## config.mk

```make
export PLATFORM = sky130hd
export DESIGN_NAME = tdm_demux6
export DESIGN_NICKNAME = d
export VERILOG_FILES = /design/src/rtl/tdm_demux6.sv
export SDC_FILE = /design/constraint.sdc
export NUM_CORES = 1
export LEC_CHECK = 0
export BUFFER_PORTS_ARGS = -buffer_cell sky130_fd_sc_hd__buf_2
export CAP_MARGIN = 20
export CORE_MARGIN = 2
export CORE_UTILIZATION = 55
export CTS_CLUSTER_DIAMETER = 30
export DETAILED_ROUTE_END_ITERATION = 12
export PLACE_DENSITY = 0.82
export SETUP_SLACK_MARGIN = 0.1
export SLEW_MARGIN = 20
export SYNTH_ARGS = -nofsm -noshare
export SYNTH_HDL_FRONTEND = slang
export SYNTH_SLANG_ARGS = --single-unit
```

## constraint.sdc

```tcl
create_clock -name clk -period 3.2 [get_ports clk]
set_clock_uncertainty 0.1 [all_clocks]
set_input_delay 0.48 -clock clk [delete_from_list [all_inputs] [get_ports clk]]
set_output_delay 0.48 -clock clk [all_outputs]
set_load 0.01 [all_outputs]
```

## src/rtl/tdm_demux6.sv

```systemverilog
// rtl/tdm_demux6.sv - receive side of a 6:1 TDM link, rebuilds the parallel word
//
// Purpose:
//   Tracks the slot position of a serial bit stream produced by a 6:1 mux.
//   Each strobed bit is steered into its channel position. A complete frame
//   is presented on dout with a one-cycle valid pulse. Framing violations
//   raise a one-cycle frame_err pulse.
//
// Ports:
//   clk        rising-edge system clock
//   rst        synchronous, active-high reset
//   en         bit strobe; din/sync sampled only when high
//   din        serial data bit for the current slot
//   sync       frame marker, high together with the slot-0 bit
//   dout       last complete frame, dout[k] = bit from slot k
//   valid      1-cycle pulse when dout is updated
//   slot       slot index the next strobed bit will fill
//   frame_err  1-cycle pulse on a framing violation
//   locked     high while a frame is being received (RECV state)
module tdm_demux6 #(
  parameter int NCH   = 6,
  parameter int SEL_W = 3
) (
  input  logic             clk,
  input  logic             rst,
  input  logic             en,
  input  logic             din,
  input  logic             sync,
  output logic [NCH-1:0]   dout,
  output logic             valid,
  output logic [SEL_W-1:0] slot,
  output logic             frame_err,
  output logic             locked
);

  typedef enum logic {HUNT, RECV} state_t;

  localparam logic [SEL_W-1:0] LAST_SLOT = SEL_W'(NCH - 1);

  state_t           state, state_nx;
  logic [SEL_W-1:0] slot_nx;
  // Only slots 0..NCH-2 are buffered; the last bit goes straight into dout.
  logic [NCH-2:0]   shift, shift_nx;
  logic [NCH-1:0]   dout_nx;
  logic             valid_nx, ferr_nx;

  always_ff @(posedge clk) begin
    if (rst) begin
      state     <= HUNT;
      slot      <= '0;
      shift     <= '0;
      dout      <= '0;
      valid     <= 1'b0;
      frame_err <= 1'b0;
    end else begin
      state     <= state_nx;
      slot      <= slot_nx;
      shift     <= shift_nx;
      dout      <= dout_nx;
      valid     <= valid_nx;
      frame_err <= ferr_nx;
    end
  end

  always_comb begin
    state_nx = state;
    slot_nx  = slot;
    shift_nx = shift;
    dout_nx  = dout;
    valid_nx = 1'b0;
    ferr_nx  = 1'b0;

    if (en) begin
      unique case (state)
        HUNT: begin
          // Bits without sync are discarded silently while hunting.
          if (sync) begin
            shift_nx[0] = din;
            slot_nx     = SEL_W'(1);
            state_nx    = RECV;
          end
        end
        RECV: begin
          if (sync) begin
            // A sync anywhere but slot 0 drops the partial frame; the
            // marked bit always starts a fresh frame.
            ferr_nx     = (slot != '0);
            shift_nx[0] = din;
            slot_nx     = SEL_W'(1);
          end else if (slot == '0) begin
            ferr_nx  = 1'b1;
            state_nx = HUNT;
          end else if (slot == LAST_SLOT) begin
            dout_nx  = {din, shift};
            valid_nx = 1'b1;
            slot_nx  = '0;
          end else begin
            shift_nx[slot] = din;
            slot_nx        = slot + SEL_W'(1);
          end
        end
        default: state_nx = HUNT;
      endcase
    end
  end

  assign locked = (state == RECV);

endmodule
```

==> results.txt <==
- Minimum setup slack after placement: 1570 ps
- The root buffer cell chosen for the clock tree is clkbuf_4.
- VDD sags by at most roughly 0.22 mV.
- For this run, the share of the core covered by cells in the final layout is 0.667.
* Final Instance Area: 878 sq um
- Cell leakage power: 0.405 nW
- Pin count of the biggest net entering global routing: 21
* Buffer count from post-CTS setup fixing: 0
- Along the worst path, the maximum fanout reaches 10.
- Of the cells placed in the final design, the portion with a size suffix greater than 1 is 0.227.
- Setup violations remaining at the end of the flow were counted as 0.
- Setup slack of the worst register-to-register path: 1570 ps
* Die Span Y: 41.8 um
* Top area cells in the synthesized netlist: dfxtp_1 (43%), mux2i_1 (13%), nand2b_1 (8.7%)
- Wire length of the first global-routing pass: between 2000 and 2500 um
* Endpoint of the worst hold path: shift[0]$_SDFFE_PP0P_
- On the critical path, the stage with the largest delay is an instance of or3_2.
- For this block, the routed nets add up to 1410 um of wire.
* Remaining antenna violation count: 0
- Clock latency of the later-clocked register in the worst-skew pair: approximately 280 ps
- In this design, the stage delay of the slowest critical-path cell is 490 ps.
- Port buffering added 16 buffers.
- Timing would allow up to 614 MHz.
* CP Capture Type: flip-flop
- The initial antenna violation count is 0.
- Via Count: a little over 600
* CTS sink count: 17
- Summed over all nets, the half-perimeter wirelength after detailed placement is 1040 um.
- During synthesis, Yosys emitted a total of 0 warnings.
- Initial core utilization: 0.597
- Die boundary width: 41.8 um
- Post-detailed-route wirelength per cell: between 10 and 15 um
- Global-route congestion overflow total: 0
- Final Max Slew Viols: 0
- The number of nets in the synthesized netlist is 91.
- Total placed cells including tap cells: 108
- The via count of the first global-routing pass was 519.
- Most utilized layer in the global route result: met2
- The signal on the critical path passes through or3_2 > ha_1 > and3_1 > mux2i_1.
- For this run, the register share of the synthesized area comes to 0.432.
- For met3 alone, demand over resource in global routing was 0.0783.
* Core box area: 1320 sq um
* Diodes inserted: 0
- Setup repair after global routing missed its margin: false
- Crit path required time: between 3000 and 4000 ps
* Number of max-cap violations: 0
* Hold Path Class: primary input to flip-flop
- After layout, the worst setup slack is around 1600 ps.
* Cell taking the most area after synthesis: dfxtp_1
* CTS Buf Count: 3
* Number of hold violations in the final report: 0
- Count of placed standard cells in the final layout, fillers left out: 112
* Final Wtd Congestion: 0.885
- The number of different library cells used by synthesis comes to 30.
- After floorplanning, the core was divided into 13 placement rows.
* DRC violation count after routing: 0
- Mean instance size in the synthesized netlist: 9.37 sq um
* Buffers from clock root to sink, at most: 2
- Met1 capacity usage during global routing: 0.247
- Clock-pin slew was measured on the worst setup and hold paths at around 90 ps.
- The run finished with clean final reports.
- Max_slew headroom: 0.791
- First-iteration detailed-routing DRC count: 4
- Counting instances, the worst hold path has a depth of 3.
* Worst reg-to-reg path cell count: 4
* Critical R2R Capture: dout[0]$_SDFFE_PP0P_
* H-tree depth: 1
- Fraction of synthesized cell area taken by the top area cell type: 0.432
- In this run the most critical hold path is launched from din.
* Setup TNS: 0 ps
- The worst setup path is launched from a flip-flop.
- Data arrival time of the critical path: 1700 ps
- Dividing the detail-routed via count by the number of cells gives 5.56.
- Compared with the post-synthesis result, the final layout area differs by 11.6%.
- In this run the power density over the cells is slightly above 400 nW/um^2.
- Post-CTS Hold Buffers: 0
- Worst slew pin tran: 311 ps
- TritonCTS built the clock tree.
* Gate count of the mapped netlist: 84
- At the end of the flow, the number of nets in the layout was ~110.
- For this design the top-level I/O count stands at 17.
- Area enclosed by the die boundary: 1750 sq um
- First-pass iteration count of the detailed router: 4
- Netlist area before placement: 787 sq um
* Synth Register Bits: 17
* Class of the most critical setup path: flip-flop to flip-flop
- Crit path time final: 1630 ps
- Final Cycle Share: 0.509
- Global Route met2 Usage: 0.256
* Global Route Usage Sum: 0.181
- Crit Reg-Reg Startpoint: slot[0]$_SDFFE_PP0P_
- Count of cells resized by post-cts repair: 0
* Instance area after placement: 852 sq um
==> sequential cells by signal, summed over array words and instances (netlist names) <==
signal and count:
dout 6, shift 5, slot 3, frame_err 1, locked 1, valid 1
==> final cells by class <==
class                      instances  area [sq um]
fill                             117           439
inverter                           5          18.8
timing repair buffer              16          80.1
sequential                        17           340
clock buffer                       4          26.3
multi-input combinational         55           394
tap                               15          18.8
==> cells in the mapped netlist <==
master    number
a31oi_1        2
inv_1          5
nand3b_1       1
mux2i_1       10
nor2_1         1
and2b_2        1
buf_2          2
or2b_1         1
nor4_1         2
a311oi_1       1
clkbuf_1       3
a21oi_1        5
nand2_1        1
ha_1           2
or3_2          1
nor3b_1        1
and3_1         2
buf_4          1
o31ai_1        1
clkbuf_2       1
nand4b_1       1
nand3_1        4
o21ai_0        2
nand2b_1      11
o21a_1         1
or3_1          1
o211ai_1       1
or2_1          1
or2b_2         1
dfxtp_1       17
==> cell families after synthesis <==
group	after synthesis	synth area share
adder cells (fa/ha/maj)	2	0.0318
AO/OA/AOI/OAI	13	0.100
multiplexers	10	0.127
AND/OR/NAND/NOR	30	0.242
buffers and inverters	12	0.0668
flip-flops	17	0.432
==> worst max-delay path, delay by kind of cell, from the launching register on <==
kind / cells / cell delay [ps]
simple gates: 2 / 700
flops: 1 / 390
fa+ha+maj: 1 / 200
mux: 1 / 130
==> through the flow <==
step                hold slack, ps  total power [mW]
global placement               355             0.254
finish                         375             0.359
floorplan                      348             0.248
CTS                            359             0.366
detailed placement             365             0.255
global route                   395             0.380
==> layout by cell type (no fill, tap or decap), drive strengths merged <==
cell	instances
a311oi	1
a21oi	5
and3	2
o211ai	1
inv	5
or2b	2
o31ai	1
o21a	1
nand2b	11
clkbuf	4
nand2	1
ha	2
nor4	2
or3	2
nand3	4
nand4b	1
nor3b	1
and2b	1
nand3b	1
nor2	1
mux2i	10
a31oi	2
o21ai	2
buf	16
dfxtp	17
or2	1
==> worst max-delay path by stage <==
| stage | end | cells past startpoint | slack [ps] | start |
|---|---|---|---|---|
| after floorplan | dout[1]$_SDFFE_PP0P_ | 6 | 1480 | slot[0]$_SDFFE_PP0P_ |
| after detailed placement | dout[3]$_SDFFE_PP0P_ | 4 | 1570 | slot[0]$_SDFFE_PP0P_ |
| final | dout[0]$_SDFFE_PP0P_ | 4 | 1570 | slot[0]$_SDFFE_PP0P_ |
| after global placement | dout[3]$_SDFFE_PP0P_ | 4 | 1590 | slot[0]$_SDFFE_PP0P_ |
| after CTS | dout[0]$_SDFFE_PP0P_ | 4 | 1550 | slot[0]$_SDFFE_PP0P_ |
| after global routing | dout[3]$_SDFFE_PP0P_ | 4 | 1470 | slot[0]$_SDFFE_PP0P_ |
==> power by group <==
group	switching [mW]	leakage [nW]	internal, mW
clock	0.0594	0.0150	0.0484
sequential	0.00534	0.138	0.215
combinational	0.0177	0.253	0.0133
==> per-layer routing <==
metal / vias up / wire length, um
met5: - / 0
met4: 0 / 7
met3: 2 / 80
met2: 18 / 651
met1: 289 / 674
li1: 314 / -
Power figures use the tool's default switching activity.
